===== config.mk =====
export PLATFORM = sky130hd
export DESIGN_NAME = dma_cfg_slave_flat
export DESIGN_NICKNAME = d
export VERILOG_FILES = /design/src/rtl/dma_cfg_slave_pkg.sv /design/src/rtl/dma_cfg_slave_if.sv /design/src/rtl/dma_cfg_slave_regfile.sv /design/src/rtl/dma_cfg_slave.sv /design/src/flat_wrapper.sv
export SDC_FILE = /design/constraint.sdc
export NUM_CORES = 1
export LEC_CHECK = 0
export ABC_AREA = 1
export BUFFER_PORTS_ARGS = -buffer_cell sky130_fd_sc_hd__buf_4
export CORE_MARGIN = 2
export CORE_UTILIZATION = 40
export CTS_CLUSTER_DIAMETER = 100
export CTS_CLUSTER_SIZE = 14
export DETAILED_ROUTE_END_ITERATION = 6
export GPL_TIMING_DRIVEN = 0
export PLACE_DENSITY = 0.76
export SYNTH_ARGS = -nofsm -noshare
export SYNTH_HDL_FRONTEND = slang
export SYNTH_SLANG_ARGS = --single-unit

===== constraint.sdc =====
create_clock -name clk -period 6.7 [get_ports clk]
set_clock_uncertainty 0.2 [all_clocks]
set_input_delay 0.67 -clock clk [delete_from_list [all_inputs] [get_ports clk]]
set_output_delay 0.67 -clock clk [all_outputs]
set_load 0.005 [all_outputs]

===== src/rtl/dma_cfg_slave_pkg.sv =====
// Shared definitions for the DMA configuration slave: register offsets,
// response encodings, channel FSM states and the byte-lane merge helper.
package dma_pkg;

  localparam logic [2:0] OFF_EN     = 3'd0;
  localparam logic [2:0] OFF_SRC    = 3'd1;
  localparam logic [2:0] OFF_DST    = 3'd2;
  localparam logic [2:0] OFF_LEN    = 3'd3;
  localparam logic [2:0] OFF_STATUS = 3'd4;

  localparam logic [1:0] RESP_OKAY   = 2'b00;
  localparam logic [1:0] RESP_SLVERR = 2'b10;

  typedef enum logic {W_IDLE = 1'b0, W_RESP = 1'b1} w_state_e;
  typedef enum logic {R_IDLE = 1'b0, R_DATA = 1'b1} r_state_e;

  // Replace only the byte lanes selected by strb.
  function automatic logic [31:0] apply_strb(input logic [31:0] old_val,
                                             input logic [31:0] new_val,
                                             input logic [3:0]  strb);
    logic [31:0] res;
    for (int b = 0; b < 4; b++) begin
      res[b*8 +: 8] = strb[b] ? new_val[b*8 +: 8] : old_val[b*8 +: 8];
    end
    return res;
  endfunction

  // EN..LEN accept writes; STATUS and the unmapped holes do not.
  function automatic logic off_writable(input logic [2:0] off);
    return (off <= OFF_LEN);
  endfunction

endpackage


===== src/rtl/dma_cfg_slave_if.sv =====
// Single-beat AXI-style bus between the CPU interconnect and the DMA config slave.
interface dma_cfg_slave_if #(
  parameter int ADDR_W = 32,
  parameter int ID_W   = 8
);
  logic [ID_W-1:0]   awid;
  logic [ADDR_W-1:0] awaddr;
  logic              awvalid;
  logic              awready;
  logic [31:0]       wdata;
  logic [3:0]        wstrb;
  logic              wvalid;
  logic              wready;
  logic [ID_W-1:0]   bid;
  logic [1:0]        bresp;
  logic              bvalid;
  logic              bready;
  logic [ID_W-1:0]   arid;
  logic [ADDR_W-1:0] araddr;
  logic              arvalid;
  logic              arready;
  logic [ID_W-1:0]   rid;
  logic [31:0]       rdata;
  logic [1:0]        rresp;
  logic              rlast;
  logic              rvalid;
  logic              rready;

  modport master (
    output awid, awaddr, awvalid, wdata, wstrb, wvalid, bready,
           arid, araddr, arvalid, rready,
    input  awready, wready, bid, bresp, bvalid,
           arready, rid, rdata, rresp, rlast, rvalid
  );

  modport slave (
    input  awid, awaddr, awvalid, wdata, wstrb, wvalid, bready,
           arid, araddr, arvalid, rready,
    output awready, wready, bid, bresp, bvalid,
           arready, rid, rdata, rresp, rlast, rvalid
  );
endinterface


===== src/rtl/dma_cfg_slave_regfile.sv =====
// DMA configuration register storage: strobe-masked write port and a
// combinational read mux that also folds in the engine status bit.
module dma_cfg_regfile
  import dma_pkg::*;
(
  input  logic        clk,
  input  logic        rst,
  input  logic        we_i,
  input  logic [2:0]  wr_off_i,
  input  logic [31:0] wr_data_i,
  input  logic [3:0]  wr_strb_i,
  input  logic [2:0]  rd_off_i,
  input  logic        status_i,
  output logic [31:0] rd_data_o,
  output logic        rd_err_o,
  output logic        en_o,
  output logic [31:0] src_o,
  output logic [31:0] dst_o,
  output logic [31:0] len_o
);

  logic        en_q,  en_d;
  logic [31:0] src_q, src_d;
  logic [31:0] dst_q, dst_d;
  logic [31:0] len_q, len_d;

  // Next register values: merge the strobed lanes into the addressed register.
  always_comb begin
    en_d  = en_q;
    src_d = src_q;
    dst_d = dst_q;
    len_d = len_q;
    if (we_i) begin
      case (wr_off_i)
        OFF_EN:  en_d  = wr_strb_i[0] ? wr_data_i[0] : en_q;
        OFF_SRC: src_d = apply_strb(src_q, wr_data_i, wr_strb_i);
        OFF_DST: dst_d = apply_strb(dst_q, wr_data_i, wr_strb_i);
        OFF_LEN: len_d = apply_strb(len_q, wr_data_i, wr_strb_i);
        default: en_d  = en_q;
      endcase
    end else begin
      en_d = en_q;
    end
  end

  // Register storage, cleared by the async reset.
  always_ff @(posedge clk or posedge rst) begin
    if (rst) begin
      en_q  <= 1'b0;
      src_q <= 32'd0;
      dst_q <= 32'd0;
      len_q <= 32'd0;
    end else begin
      en_q  <= en_d;
      src_q <= src_d;
      dst_q <= dst_d;
      len_q <= len_d;
    end
  end

  // Read mux; unmapped offsets read zero and flag an error.
  always_comb begin
    rd_data_o = 32'd0;
    rd_err_o  = 1'b0;
    case (rd_off_i)
      OFF_EN:     rd_data_o = {31'd0, en_q};
      OFF_SRC:    rd_data_o = src_q;
      OFF_DST:    rd_data_o = dst_q;
      OFF_LEN:    rd_data_o = len_q;
      OFF_STATUS: rd_data_o = {31'd0, status_i};
      default:    rd_err_o  = 1'b1;
    endcase
  end

  assign en_o  = en_q;
  assign src_o = src_q;
  assign dst_o = dst_q;
  assign len_o = len_q;

endmodule


===== src/rtl/dma_cfg_slave.sv =====
// DMA configuration slave: write and read channel FSMs in front of the
// config register file that drives the DMA engine.
module dma_cfg_slave
  import dma_pkg::*;
#(
  parameter int ADDR_W = 32,
  parameter int ID_W   = 8
) (
  input  logic              clk,
  input  logic              rst,
  dma_cfg_slave_if.slave    bus,
  input  logic              interrupt_dma,
  output logic              DMAEN,
  output logic [31:0]       DMASRC,
  output logic [31:0]       DMADST,
  output logic [31:0]       DMALEN
);

  // ---------------- write channel ----------------
  w_state_e        w_state_q, w_state_d;
  logic            aw_held_q, aw_held_d;
  logic            w_held_q,  w_held_d;
  logic [ID_W-1:0] awid_q,    awid_d;
  logic [2:0]      awoff_q,   awoff_d;
  logic [31:0]     wdata_q,   wdata_d;
  logic [3:0]      wstrb_q,   wstrb_d;
  logic            awready_q, awready_d;
  logic            wready_q,  wready_d;
  logic            bvalid_q,  bvalid_d;
  logic [ID_W-1:0] bid_q,     bid_d;
  logic [1:0]      bresp_q,   bresp_d;
  logic            commit_s;

  assign commit_s = (w_state_q == W_IDLE) && aw_held_q && w_held_q;

  // Write FSM state register.
  always_ff @(posedge clk or posedge rst) begin
    if (rst) w_state_q <= W_IDLE;
    else     w_state_q <= w_state_d;
  end

  // Write FSM next state: commit once both halves are held, leave on B handshake.
  always_comb begin
    w_state_d = w_state_q;
    case (w_state_q)
      W_IDLE:  w_state_d = commit_s ? W_RESP : W_IDLE;
      W_RESP:  w_state_d = bus.bready ? W_IDLE : W_RESP;
      default: w_state_d = W_IDLE;
    endcase
  end

  // Write FSM outputs: capture AW/W independently, raise B on commit.
  always_comb begin
    aw_held_d = aw_held_q;
    w_held_d  = w_held_q;
    awid_d    = awid_q;
    awoff_d   = awoff_q;
    wdata_d   = wdata_q;
    wstrb_d   = wstrb_q;
    awready_d = awready_q;
    wready_d  = wready_q;
    bvalid_d  = bvalid_q;
    bid_d     = bid_q;
    bresp_d   = bresp_q;
    case (w_state_q)
      W_IDLE: begin
        if (bus.awvalid && awready_q) begin
          aw_held_d = 1'b1;
          awready_d = 1'b0;
          awid_d    = bus.awid;
          awoff_d   = bus.awaddr[4:2];
        end else begin
          aw_held_d = aw_held_q;
        end
        if (bus.wvalid && wready_q) begin
          w_held_d = 1'b1;
          wready_d = 1'b0;
          wdata_d  = bus.wdata;
          wstrb_d  = bus.wstrb;
        end else begin
          w_held_d = w_held_q;
        end
        if (commit_s) begin
          bvalid_d = 1'b1;
          bid_d    = awid_q;
          bresp_d  = off_writable(awoff_q) ? RESP_OKAY : RESP_SLVERR;
        end else begin
          bvalid_d = 1'b0;
        end
      end
      W_RESP: begin
        if (bus.bready) begin
          bvalid_d  = 1'b0;
          awready_d = 1'b1;
          wready_d  = 1'b1;
          aw_held_d = 1'b0;
          w_held_d  = 1'b0;
        end else begin
          bvalid_d = 1'b1;
        end
      end
      default: bvalid_d = 1'b0;
    endcase
  end

  // Write channel registers; reset drops any pending capture or response.
  always_ff @(posedge clk or posedge rst) begin
    if (rst) begin
      aw_held_q <= 1'b0;
      w_held_q  <= 1'b0;
      awid_q    <= '0;
      awoff_q   <= 3'd0;
      wdata_q   <= 32'd0;
      wstrb_q   <= 4'd0;
      awready_q <= 1'b1;
      wready_q  <= 1'b1;
      bvalid_q  <= 1'b0;
      bid_q     <= '0;
      bresp_q   <= RESP_OKAY;
    end else begin
      aw_held_q <= aw_held_d;
      w_held_q  <= w_held_d;
      awid_q    <= awid_d;
      awoff_q   <= awoff_d;
      wdata_q   <= wdata_d;
      wstrb_q   <= wstrb_d;
      awready_q <= awready_d;
      wready_q  <= wready_d;
      bvalid_q  <= bvalid_d;
      bid_q     <= bid_d;
      bresp_q   <= bresp_d;
    end
  end

  // ---------------- read channel ----------------
  r_state_e        r_state_q, r_state_d;
  logic            arready_q, arready_d;
  logic            rvalid_q,  rvalid_d;
  logic [ID_W-1:0] rid_q,     rid_d;
  logic [31:0]     rdata_q,   rdata_d;
  logic [1:0]      rresp_q,   rresp_d;
  logic [31:0]     rd_data_s;
  logic            rd_err_s;

  // Read FSM state register.
  always_ff @(posedge clk or posedge rst) begin
    if (rst) r_state_q <= R_IDLE;
    else     r_state_q <= r_state_d;
  end

  // Read FSM next state: one outstanding read at a time.
  always_comb begin
    r_state_d = r_state_q;
    case (r_state_q)
      R_IDLE:  r_state_d = (bus.arvalid && arready_q) ? R_DATA : R_IDLE;
      R_DATA:  r_state_d = bus.rready ? R_IDLE : R_DATA;
      default: r_state_d = R_IDLE;
    endcase
  end

  // Read FSM outputs: snapshot the register file at AR handshake, hold until R handshake.
  always_comb begin
    arready_d = arready_q;
    rvalid_d  = rvalid_q;
    rid_d     = rid_q;
    rdata_d   = rdata_q;
    rresp_d   = rresp_q;
    case (r_state_q)
      R_IDLE: begin
        if (bus.arvalid && arready_q) begin
          arready_d = 1'b0;
          rvalid_d  = 1'b1;
          rid_d     = bus.arid;
          rdata_d   = rd_data_s;
          rresp_d   = rd_err_s ? RESP_SLVERR : RESP_OKAY;
        end else begin
          arready_d = 1'b1;
        end
      end
      R_DATA: begin
        if (bus.rready) begin
          rvalid_d  = 1'b0;
          arready_d = 1'b1;
        end else begin
          rvalid_d = 1'b1;
        end
      end
      default: rvalid_d = 1'b0;
    endcase
  end

  // Read channel registers.
  always_ff @(posedge clk or posedge rst) begin
    if (rst) begin
      arready_q <= 1'b1;
      rvalid_q  <= 1'b0;
      rid_q     <= '0;
      rdata_q   <= 32'd0;
      rresp_q   <= RESP_OKAY;
    end else begin
      arready_q <= arready_d;
      rvalid_q  <= rvalid_d;
      rid_q     <= rid_d;
      rdata_q   <= rdata_d;
      rresp_q   <= rresp_d;
    end
  end

  // ---------------- register file ----------------
  dma_cfg_regfile u_regfile (
    .clk       (clk),
    .rst       (rst),
    .we_i      (commit_s && off_writable(awoff_q)),
    .wr_off_i  (awoff_q),
    .wr_data_i (wdata_q),
    .wr_strb_i (wstrb_q),
    .rd_off_i  (bus.araddr[4:2]),
    .status_i  (interrupt_dma),
    .rd_data_o (rd_data_s),
    .rd_err_o  (rd_err_s),
    .en_o      (DMAEN),
    .src_o     (DMASRC),
    .dst_o     (DMADST),
    .len_o     (DMALEN)
  );

  // Only address bits [4:2] are decoded.
  logic unused_addr_s;
  assign unused_addr_s = ^{bus.awaddr[ADDR_W-1:5], bus.awaddr[1:0],
                           bus.araddr[ADDR_W-1:5], bus.araddr[1:0]};

  assign bus.awready = awready_q;
  assign bus.wready  = wready_q;
  assign bus.bvalid  = bvalid_q;
  assign bus.bid     = bid_q;
  assign bus.bresp   = bresp_q;
  assign bus.arready = arready_q;
  assign bus.rvalid  = rvalid_q;
  assign bus.rid     = rid_q;
  assign bus.rdata   = rdata_q;
  assign bus.rresp   = rresp_q;
  assign bus.rlast   = rvalid_q;

endmodule


===== src/flat_wrapper.sv =====
// flat-port wrapper written by rule: the top's interface ports become plain ports
module dma_cfg_slave_flat import dma_pkg::*;
#(
  parameter int ADDR_W = 32,
  parameter int ID_W   = 8
)
  (clk, rst, interrupt_dma, DMAEN, DMASRC, DMADST, DMALEN, bus_awid, bus_awaddr, bus_awvalid, bus_wdata, bus_wstrb, bus_wvalid, bus_bready, bus_arid, bus_araddr, bus_arvalid, bus_rready, bus_awready, bus_wready, bus_bid, bus_bresp, bus_bvalid, bus_arready, bus_rid, bus_rdata, bus_rresp, bus_rlast, bus_rvalid);
  dma_cfg_slave_if #(.ADDR_W(ADDR_W), .ID_W(ID_W)) bus_i ();
  input  logic clk;
  input  logic rst;
  input  logic interrupt_dma;
  output logic DMAEN;
  output logic [31:0] DMASRC;
  output logic [31:0] DMADST;
  output logic [31:0] DMALEN;
  input wire logic [$bits(bus_i.awid)-1:0] bus_awid;
  input wire logic [$bits(bus_i.awaddr)-1:0] bus_awaddr;
  input wire logic [$bits(bus_i.awvalid)-1:0] bus_awvalid;
  input wire logic [$bits(bus_i.wdata)-1:0] bus_wdata;
  input wire logic [$bits(bus_i.wstrb)-1:0] bus_wstrb;
  input wire logic [$bits(bus_i.wvalid)-1:0] bus_wvalid;
  input wire logic [$bits(bus_i.bready)-1:0] bus_bready;
  input wire logic [$bits(bus_i.arid)-1:0] bus_arid;
  input wire logic [$bits(bus_i.araddr)-1:0] bus_araddr;
  input wire logic [$bits(bus_i.arvalid)-1:0] bus_arvalid;
  input wire logic [$bits(bus_i.rready)-1:0] bus_rready;
  output wire logic [$bits(bus_i.awready)-1:0] bus_awready;
  output wire logic [$bits(bus_i.wready)-1:0] bus_wready;
  output wire logic [$bits(bus_i.bid)-1:0] bus_bid;
  output wire logic [$bits(bus_i.bresp)-1:0] bus_bresp;
  output wire logic [$bits(bus_i.bvalid)-1:0] bus_bvalid;
  output wire logic [$bits(bus_i.arready)-1:0] bus_arready;
  output wire logic [$bits(bus_i.rid)-1:0] bus_rid;
  output wire logic [$bits(bus_i.rdata)-1:0] bus_rdata;
  output wire logic [$bits(bus_i.rresp)-1:0] bus_rresp;
  output wire logic [$bits(bus_i.rlast)-1:0] bus_rlast;
  output wire logic [$bits(bus_i.rvalid)-1:0] bus_rvalid;
  assign bus_i.awid = bus_awid;
  assign bus_i.awaddr = bus_awaddr;
  assign bus_i.awvalid = bus_awvalid;
  assign bus_i.wdata = bus_wdata;
  assign bus_i.wstrb = bus_wstrb;
  assign bus_i.wvalid = bus_wvalid;
  assign bus_i.bready = bus_bready;
  assign bus_i.arid = bus_arid;
  assign bus_i.araddr = bus_araddr;
  assign bus_i.arvalid = bus_arvalid;
  assign bus_i.rready = bus_rready;
  assign bus_awready = bus_i.awready;
  assign bus_wready = bus_i.wready;
  assign bus_bid = bus_i.bid;
  assign bus_bresp = bus_i.bresp;
  assign bus_bvalid = bus_i.bvalid;
  assign bus_arready = bus_i.arready;
  assign bus_rid = bus_i.rid;
  assign bus_rdata = bus_i.rdata;
  assign bus_rresp = bus_i.rresp;
  assign bus_rlast = bus_i.rlast;
  assign bus_rvalid = bus_i.rvalid;
  dma_cfg_slave #(.ADDR_W(ADDR_W), .ID_W(ID_W)) u_core (.clk(clk), .rst(rst), .bus(bus_i), .interrupt_dma(interrupt_dma), .DMAEN(DMAEN), .DMASRC(DMASRC), .DMADST(DMADST), .DMALEN(DMALEN));
endmodule

==> reports/qor_table.md, run 1 <==
| Metric | Value |
|:---|:---|
| Run status | completed |
| Worst hold slack | 46.1 ps |
| Final-layout setup total negative slack | 0 ps |
| Cell Count Post-Placement | 1397 |
| Most numerous cell on the critical path | sky130_fd_sc_hd__nand2_1 |
| Routed WL | 25.0 mm |
| Number of vias per cell | 5.08 |
| Power density over the cells | 459 nW/um2 |
| Wire length of the first global-routing pass | 38.6 mm |
| Comb power frac | 0.365 |
| Overall power after layout | 5.03 mW |
| Resized Gates After CTS | 0 |
| Die height | 149 um |
| Cell leakage power | 5.68 nW |
| Hold violation count in the final report | 0 |
| Mean cell area of the mapped netlist | 9.34 um2 |
| Per-cell routed wire length | 17.6 um |
| Global route overflow | 0 |
| Filler cell count in the final layout | 1886 |
| Data required time of the worst path | 6880 ps |
| Switching Power | 1.83 mW |
| CP cell instances | nand2_1, nor2_1, clkinv_1, clkbuf_1, nand2_1, nand2_1 |
| Root Buffer Master | sky130_fd_sc_hd__clkbuf_16 |
| Max-cap check violation count | 0 |
| Worst-Margin Slew | 729 ps |
| Sequential cell area in the final layout | 5060 um2 |
| Peak VDD IR | 0.257 mV |
| TritonCTS sink count | 202 |
| Ports | 279 |
| Maximum number of pins on one net before global-route repair | 116 |
| Synth Warn # | 0 |
| Final Slew Violations | 0 |
| CTS tree | done |
| Width of the chip | 149 um |
| Number of nets with antenna violations after detailed routing | 0 |
| Clock insertion delay at the later pin of the skew report | 480 ps |
| Violation count after the first detailed-routing iteration | 492 |
| Critical path fanouts, max | 10 |
| Crit-path max cell delay | 540 ps |
| Distinct cell type count after synthesis | 29 |
| Commonest cells after routing, fill and taps aside | sky130_fd_sc_hd__nand2_1, sky130_fd_sc_hd__buf_4, sky130_fd_sc_hd__dfrtp_1 |
| Register bit total from synthesis | 202 |
| Number of buffers added by the clock tree synthesis step | 18 |
| Number of remaining DRC errors | 0 |
| Gate Count Post-Synth | 904 |
| Achievable frequency | 461 MHz |
| Clock Power Share | 0.192 |
| Cell Count, Final, Fillers Out | 1424 |
| Mapped cell area | 8440 um2 |
| Final-stage net count | 1266 |
| Effective utilization at floorplan | 0.404 |
| Die ar. | 22300 um2 |
| Total half-perimeter wirelength after legalization and detailed placement | 17.9 mm |
| Core Box Area | 20900 um2 |
| Setup fix buffers added after clock tree synthesis | 0 |
| Bufs on Longest Clock Path | 3 |
| Routability-driven placement congestion ratio | 0.833 |
| Detailed-route via count | 7236 |
| Sequential cell fraction of total power | 0.443 |
| Clock transition at path regs | 70 ps |
| Worst relative slew slack | 0.514 |
| Final Setup Violations | 0 |
| Critical-path top delay cell | sky130_fd_sc_hd__dfstp_2 |
| Internal power consumption | 3.20 mW |
| Proportion of total power due to net switching | 0.364 |
| RSZ-0062 raised after global routing | no |
| CTS HTree Levels | 1 |
| Clock period minus worst slack | 2170 ps |
| Cell row count | 53 |
| Worst-case register-to-register setup slack | 4530 ps |
| Most common cell after layout, fill and taps aside | sky130_fd_sc_hd__nand2_1 |
| Overall routing resource usage | 0.223 |
| Pre-CTS WS | 4330 ps |
| Arrival @ worst endpoint | 2350 ps |
| Placed cell areas | 10400 um2 |
| Critical path startpoint category | register |
| Port Buf Inserts | 216 |
| Element type at the critical path end | register |
| Layout area overhead | 29.8% |
| Vias in the first global route | 6871 |
| Register area share after synthesis | 0.599 |
| Hold Buf Count CTS | 0 |
| Number of antenna violations at the first check in global routing | 1 |
| Path type of the worst min-delay path | in -> async |
| Final period utilization | 0.323 |
| Worst setup path category | reg -> reg |
| Core utilization of the finished layout | 0.524 |
| Number of iterations in the first detailed-routing pass | 5 |
| Share of layout cells above drive strength 1 | 0.270 |
| Total area of multi-input combinational cells | 2850 um2 |
| Setup slack after layout | 4530 ps |
| Finished Cell Area | 11000 um2 |
-- routing by layer --
layer,up-vias,routed length [um],track usage
met5,-,0,0
met4,0,548,0.0600
met3,45,1820,0.0401
met2,279,12100,0.356
met1,3495,10600,0.316
li1,3417,-,-
-- cells by family after synthesis --
kind of cell,share of synthesized area
AO/OA/AOI/OAI,0.0996
buffers and inverters,0.0638
flip-flops,0.599
multiplexers,0.00667
other,0.000444
AND/OR/NAND/NOR,0.230
-- cells in the mapped netlist, drive strengths merged --
library cell | instances | share of area
a21oi | 45 | 0.027
a31o | 1 | 0.0010
buf | 34 | 0.031
clkbuf | 17 | 0.0076
clkinv | 2 | 0.00089
conb | 1 | 0.00044
dfrtp | 199 | 0.59
dfstp | 3 | 0.0093
inv | 55 | 0.024
mux2 | 5 | 0.0067
nand2 | 301 | 0.13
nand3 | 49 | 0.044
nand4 | 34 | 0.025
nor2 | 48 | 0.024
nor3 | 2 | 0.0024
o21ai | 107 | 0.071
o31ai | 1 | 0.00089
-- path summary, 6_finish.rpt --
| path | cells after the start | end | start |
|---|---|---|---|
| worst max-delay path | 6 | u_core.bus.rdata[10] | u_core.bus.arready |
| worst min-delay path | 2 | u_core.bus.bid[0] | rst |
| worst max register to register | 6 | u_core.bus.rdata[10] | u_core.bus.arready |
| worst min register to register | 2 | u_core.bus.rid[5] | u_core.bus.rid[5] |
| max in group asynchronous | 3 | u_core.wdata_q[2] | rst |
| min in group clk | 2 | u_core.w_state_q | bus_bready |
-- flip-flops by register name (all words and copies together) (netlist names), 3 cells and up --
signal	cells
u_core.u_regfile.src_o	32
u_core.bus.bid	8
u_core.awoff_q	3
u_core.u_regfile.len_o	32
u_core.wstrb_q	4
u_core.bus.rid	8
u_core.bus.rdata	32
u_core.awid_q	8
u_core.u_regfile.dst_o	32
u_core.wdata_q	32
-- power by group through the flow --
stage / clock network, mW / registers [mW] / logic (mW)
2_1_floorplan: 0 / 2.17 / 0.863
3_3_place_gp: 0 / 2.22 / 1.80
3_5_place_dp: 0 / 2.23 / 1.86
4_1_cts: 0.987 / 2.22 / 1.86
5_1_grt: 1.03 / 2.29 / 2.06
6_report: 0.967 / 2.23 / 1.83
-- worst max-delay path, delay by kind of cell (launching register included) --
family | cells | cell delay, ps
and+or+nand+nor | 4 | 600
buffers and inverters | 2 | 720
DFF | 1 | 540
-- layout make-up --
class / count / area share
diodes: 1 / 0.000228
plain buffers: 51 / 0.0296
clock buffers: 25 / 0.0455
clock inverters: 1 / 0.000800
inverters: 57 / 0.0202
multi-input cells: 595 / 0.260
flip-flops and latches: 202 / 0.462
well taps: 275 / 0.0314
repair buffers: 217 / 0.151
(Power assumes the default switching activity.)
==> run 2, diff against run 1 <==
ABC_AREA = 0   (was 1)
PLACE_DENSITY = 0.74   (was 0.76)
clock period = 2 ns   (was 6.7 ns; I/O delays follow)
==> run 2 against run 1 <==
Via count down 16%. Total power rose to 3.1 times the previous value. Critical path type unchanged. Register-to-register slack worse by 4500 ps. Sequential power rose to 3.1 times the previous value. Critical path depth down 1. Synthesized area down 2.1%. Critical endpoint is now u_core.u_regfile.len_o[24]. Count of clock-buffer cells in the layout up 6. Die area down 2.0%. Largest cell class unchanged. Highest routed layer unchanged. First-iteration DRC count down 61%.
==> reports/qor_table.md, run 2 <==
| Metric | Value | Delta |
|:---|:---|:---|
| Register area share after synthesis | 0.612 | +0.0129 |
| Number of remaining DRC errors | 0 | unchanged |
| Worst relative slew slack | 0.461 | -0.0530 |
| Number of antenna violations at the first check in global routing | 0 | -1 |
| Final Setup Violations | 0 | unchanged |
| Cell row count | 52 | -1.9% |
| Register bit total from synthesis | 202 | unchanged |
| Worst-Margin Slew | 808 ps | +79.5 ps |
| Cell Count, Final, Fillers Out | 1189 | -17% |
| Final-stage net count | 1031 | -19% |
| Number of nets with antenna violations after detailed routing | 0 | unchanged |
| Die height | 148 um | -1.0% |
| Wire length of the first global-routing pass | 34.6 mm | -10% |
| Most used standard cells in the synthesized netlist | sky130_fd_sc_hd__dfrtp_1, sky130_fd_sc_hd__mux2_2, sky130_fd_sc_hd__nand2_1, sky130_fd_sc_hd__o21ai_0, sky130_fd_sc_hd__a22oi_1 |  |
| Family of cells with the greatest summed delay on the critical path | simple AND/OR/NAND/NOR gates |  |
| Path type of the worst min-delay path | in -> reg |  |
| Most common cell after layout, fill and taps aside | sky130_fd_sc_hd__buf_4 |  |
| Layout area overhead | 41.2% |  |
| Global route overflow | 0 | unchanged |
| Total area of multi-input combinational cells | 3130 um2 | +9.9% |
| Synth Warn # | 0 | unchanged |
| Effective utilization at floorplan | 0.408 | +0.00429 |
| Total half-perimeter wirelength after legalization and detailed placement | 15.0 mm | -16% |
| Per-cell routed wire length | 18.8 um | +7.2% |
| Most frequently used cell type in the post-synthesis netlist | sky130_fd_sc_hd__dfrtp_1 |  |
| Final Slew Violations | 0 | unchanged |
| Achievable frequency | 507 MHz | +9.9% |
| Core Box Area | 20200 um2 | -3.1% |
| Sequential cell area in the final layout | 5060 um2 | about the same |
| Most area-consuming cells after synthesis | sky130_fd_sc_hd__dfrtp_1, sky130_fd_sc_hd__mux2_2, sky130_fd_sc_hd__nand2_1 |  |
| Hold violation count in the final report | 0 | unchanged |
| Clock insertion delay at the later pin of the skew report | 480 ps | about the same |
| Data required time of the worst path | 2170 ps | -4710 ps |
| Number of iterations in the first detailed-routing pass | 4 | -1 |
| TritonCTS sink count | 202 | unchanged |
| Combined buffer and inverter count along the critical path | 1 | -1 |
| Run status | completed |  |
| Clock transition at path regs | 70 ps | about the same |
| Gate Count Post-Synth | 594 | -34% |
| Area share of the leading cell type in the synthesized netlist | 0.603 | +0.0127 |
| Detailed-route via count | 6055 | -16% |
| Number of vias per cell | 5.09 | +0.22% |
| Cell Count Post-Placement | 1086 | -22% |
| Ports | 279 | unchanged |
| Port Buf Inserts | 216 | unchanged |
| Final period utilization | 0.986 | +0.662 |
| Worst hold slack | 28.6 ps | -17.5 ps |
| Vias in the first global route | 6327 | -7.9% |
| Overall routing resource usage | 0.201 | -0.0218 |
| Power density over the cells | 1320 nW/um2 | +190% |
| Proportion of register bits with asynchronous set or reset after synthesis | 1.00 | unchanged |
| Bufs on Longest Clock Path | 3 | unchanged |
| CTS tree | done |  |
| Number of buffers added by the clock tree synthesis step | 18 | unchanged |
| Violation count after the first detailed-routing iteration | 192 | -61% |
| Width of the chip | 148 um | -1.0% |
| Peak VDD IR | 0.898 mV | +250% |
| Critical-path top delay cell | sky130_fd_sc_hd__dfrtp_2 |  |
| Die ar. | 21800 um2 | -2.0% |
| Element type at the critical path end | register |  |
| Share of layout cells above drive strength 1 | 0.508 | +0.238 |
| Arrival @ worst endpoint | 2140 ps | -210 ps |
| Max-cap check violation count | 0 | unchanged |
| Mean cell area of the mapped netlist | 13.9 um2 | +49% |
| Mapped cell area | 8260 um2 | -2.1% |
| RSZ-0062 raised after global routing | yes |  |
| CTS HTree Levels | 1 | unchanged |
| Count of flip-flops with a built-in enable after synthesis | 0 | unchanged |
| Root Buffer Master | sky130_fd_sc_hd__clkbuf_16 |  |
| Flip-flop cell with the highest count after synthesis | sky130_fd_sc_hd__dfrtp_1 |  |
| Routed WL | 22.4 mm | -10% |
| Distinct cell type count after synthesis | 28 | -3.4% |
| Filler cell count in the final layout | 1647 | -13% |
| Antenna cell count | 0 | -1 |
| Critical path fanouts, max | 8 | -2 |
| Setup slack after layout | 28.3 ps | -4500 ps |
| Critical path startpoint category | register |  |
| Cell type contributing the most total cell area after synthesis | sky130_fd_sc_hd__dfrtp_1 |  |
| Pre-CTS WS | -205 ps | -4530 ps |
| CP cell instances | and3b_2, nand3_4, nor3b_4, buf_12, mux2_2 |  |
| Cell leakage power | 5.69 nW | +0.27% |
| Maximum number of pins on one net before global-route repair | 43 | -63% |
| Crit-path max cell delay | 440 ps | -100 ps |
| Routability-driven placement congestion ratio | 0.754 | -9.6% |
| Worst setup path category | reg -> reg |  |
| Commonest cells after routing, fill and taps aside | sky130_fd_sc_hd__buf_4, sky130_fd_sc_hd__dfrtp_1, sky130_fd_sc_hd__mux2_2 |  |
| Clock period minus worst slack | 1970 ps | -195 ps |
==> run 2: cell count changes after synthesis, moves of 31 or more <==
cell / delta
sky130_fd_sc_hd__o21ai_1: -53
sky130_fd_sc_hd__nand3_1: -35
sky130_fd_sc_hd__a21oi_1: -42
sky130_fd_sc_hd__mux2_2: +177
sky130_fd_sc_hd__a22oi_1: +31
sky130_fd_sc_hd__nand2_1: -229
sky130_fd_sc_hd__nand4_1: -34
sky130_fd_sc_hd__nor2_1: -45
sky130_fd_sc_hd__inv_1: -49
==> run 2: cells by family (layout without fill, tap and decap cells) <==
| kind of cell | count (synthesis) | after routing | synth area share |
|---|---|---|---|
| AO/OA/AOI/OAI | 76 | 76 | 0.0559 |
| buffers and inverters | 34 | 358 | 0.0179 |
| flip-flops | 202 | 202 | 0.612 |
| multiplexers | 185 | 185 | 0.252 |
| other | 1 | 2 | 0.000454 |
| AND/OR/NAND/NOR | 96 | 96 | 0.0613 |
==> run 2: cell type report <==
cell class	count	area share
buffer	29	0.0116
clock buffer	31	0.0446
timing repair buffer	292	0.210
clock inverter	1	0.000751
tap	270	0.0290
inverter	5	0.00193
multi-input combinational	359	0.268
sequential	202	0.434
==> run 2: power by group <==
group	switching (mW)	internal [mW]	total, mW
sequential	1.31	5.70	7.01
combinational	1.96	3.19	5.15
clock	1.48	1.78	3.26
total	4.75	10.7	15.4
==> run 2: repair_timing <==
item,in CTS,in global routing
buffers inserted,3,3
pin swaps,3,2
endpoints found under the hold margin,226,0
hold buffers,65,0
resized for setup,8,19
setup endpoints to repair,155,121
==> run 2: worst register-to-register path, cell delays in order, from the launching register on <==
cell and delay [ps]:
sky130_fd_sc_hd__dfrtp_2 440, sky130_fd_sc_hd__and3b_2 280, sky130_fd_sc_hd__nand3_4 160, sky130_fd_sc_hd__nor3b_4 270, sky130_fd_sc_hd__buf_12 170, sky130_fd_sc_hd__mux2_2 340
==> run 2: routing by layer <==
| layer | routed length (um) | global-route usage | vias up |
|---|---|---|---|
| met4 | 732 | 0.0702 | 0 |
| met1 | 9320 | 0.261 | 3037 |
| met2 | 10700 | 0.335 | 221 |
| li1 | - | - | 2742 |
| met5 | 0 | 0 | - |
| met3 | 1610 | 0.0451 | 55 |
==> run 2: final timing paths <==
check	to	from	slack, ps	cells past startpoint
worst min register to register	u_core.bus.bid[7]	u_core.awid_q[7]	270	2
worst max-delay path	u_core.u_regfile.len_o[24]	u_core.w_state_q	30	5
worst max register to register	u_core.u_regfile.len_o[24]	u_core.w_state_q	30	5
min in group asynchronous	u_core.bus.rid[0]	rst	90	3
worst min-delay path	u_core.bus.rresp[1]	bus_araddr[2]	30	3
max in group asynchronous	u_core.bus.arready	rst	620	5
==> run 2: per-stage QoR <==
stage | utilization | total power [mW] | TNS (ps) | instance area [um2]
after floorplan | - | 9.24 | -202800 | 8270
after global placement | 0.506 | 11.7 | -477710 | 10200
after detailed placement | 0.510 | 11.9 | -13640 | 10300
after CTS | 0.573 | 15.4 | -3160 | 11600
after global routing | 0.577 | 16.3 | -83.2 | 11700
final | 0.577 | 15.4 | 0 | 11700
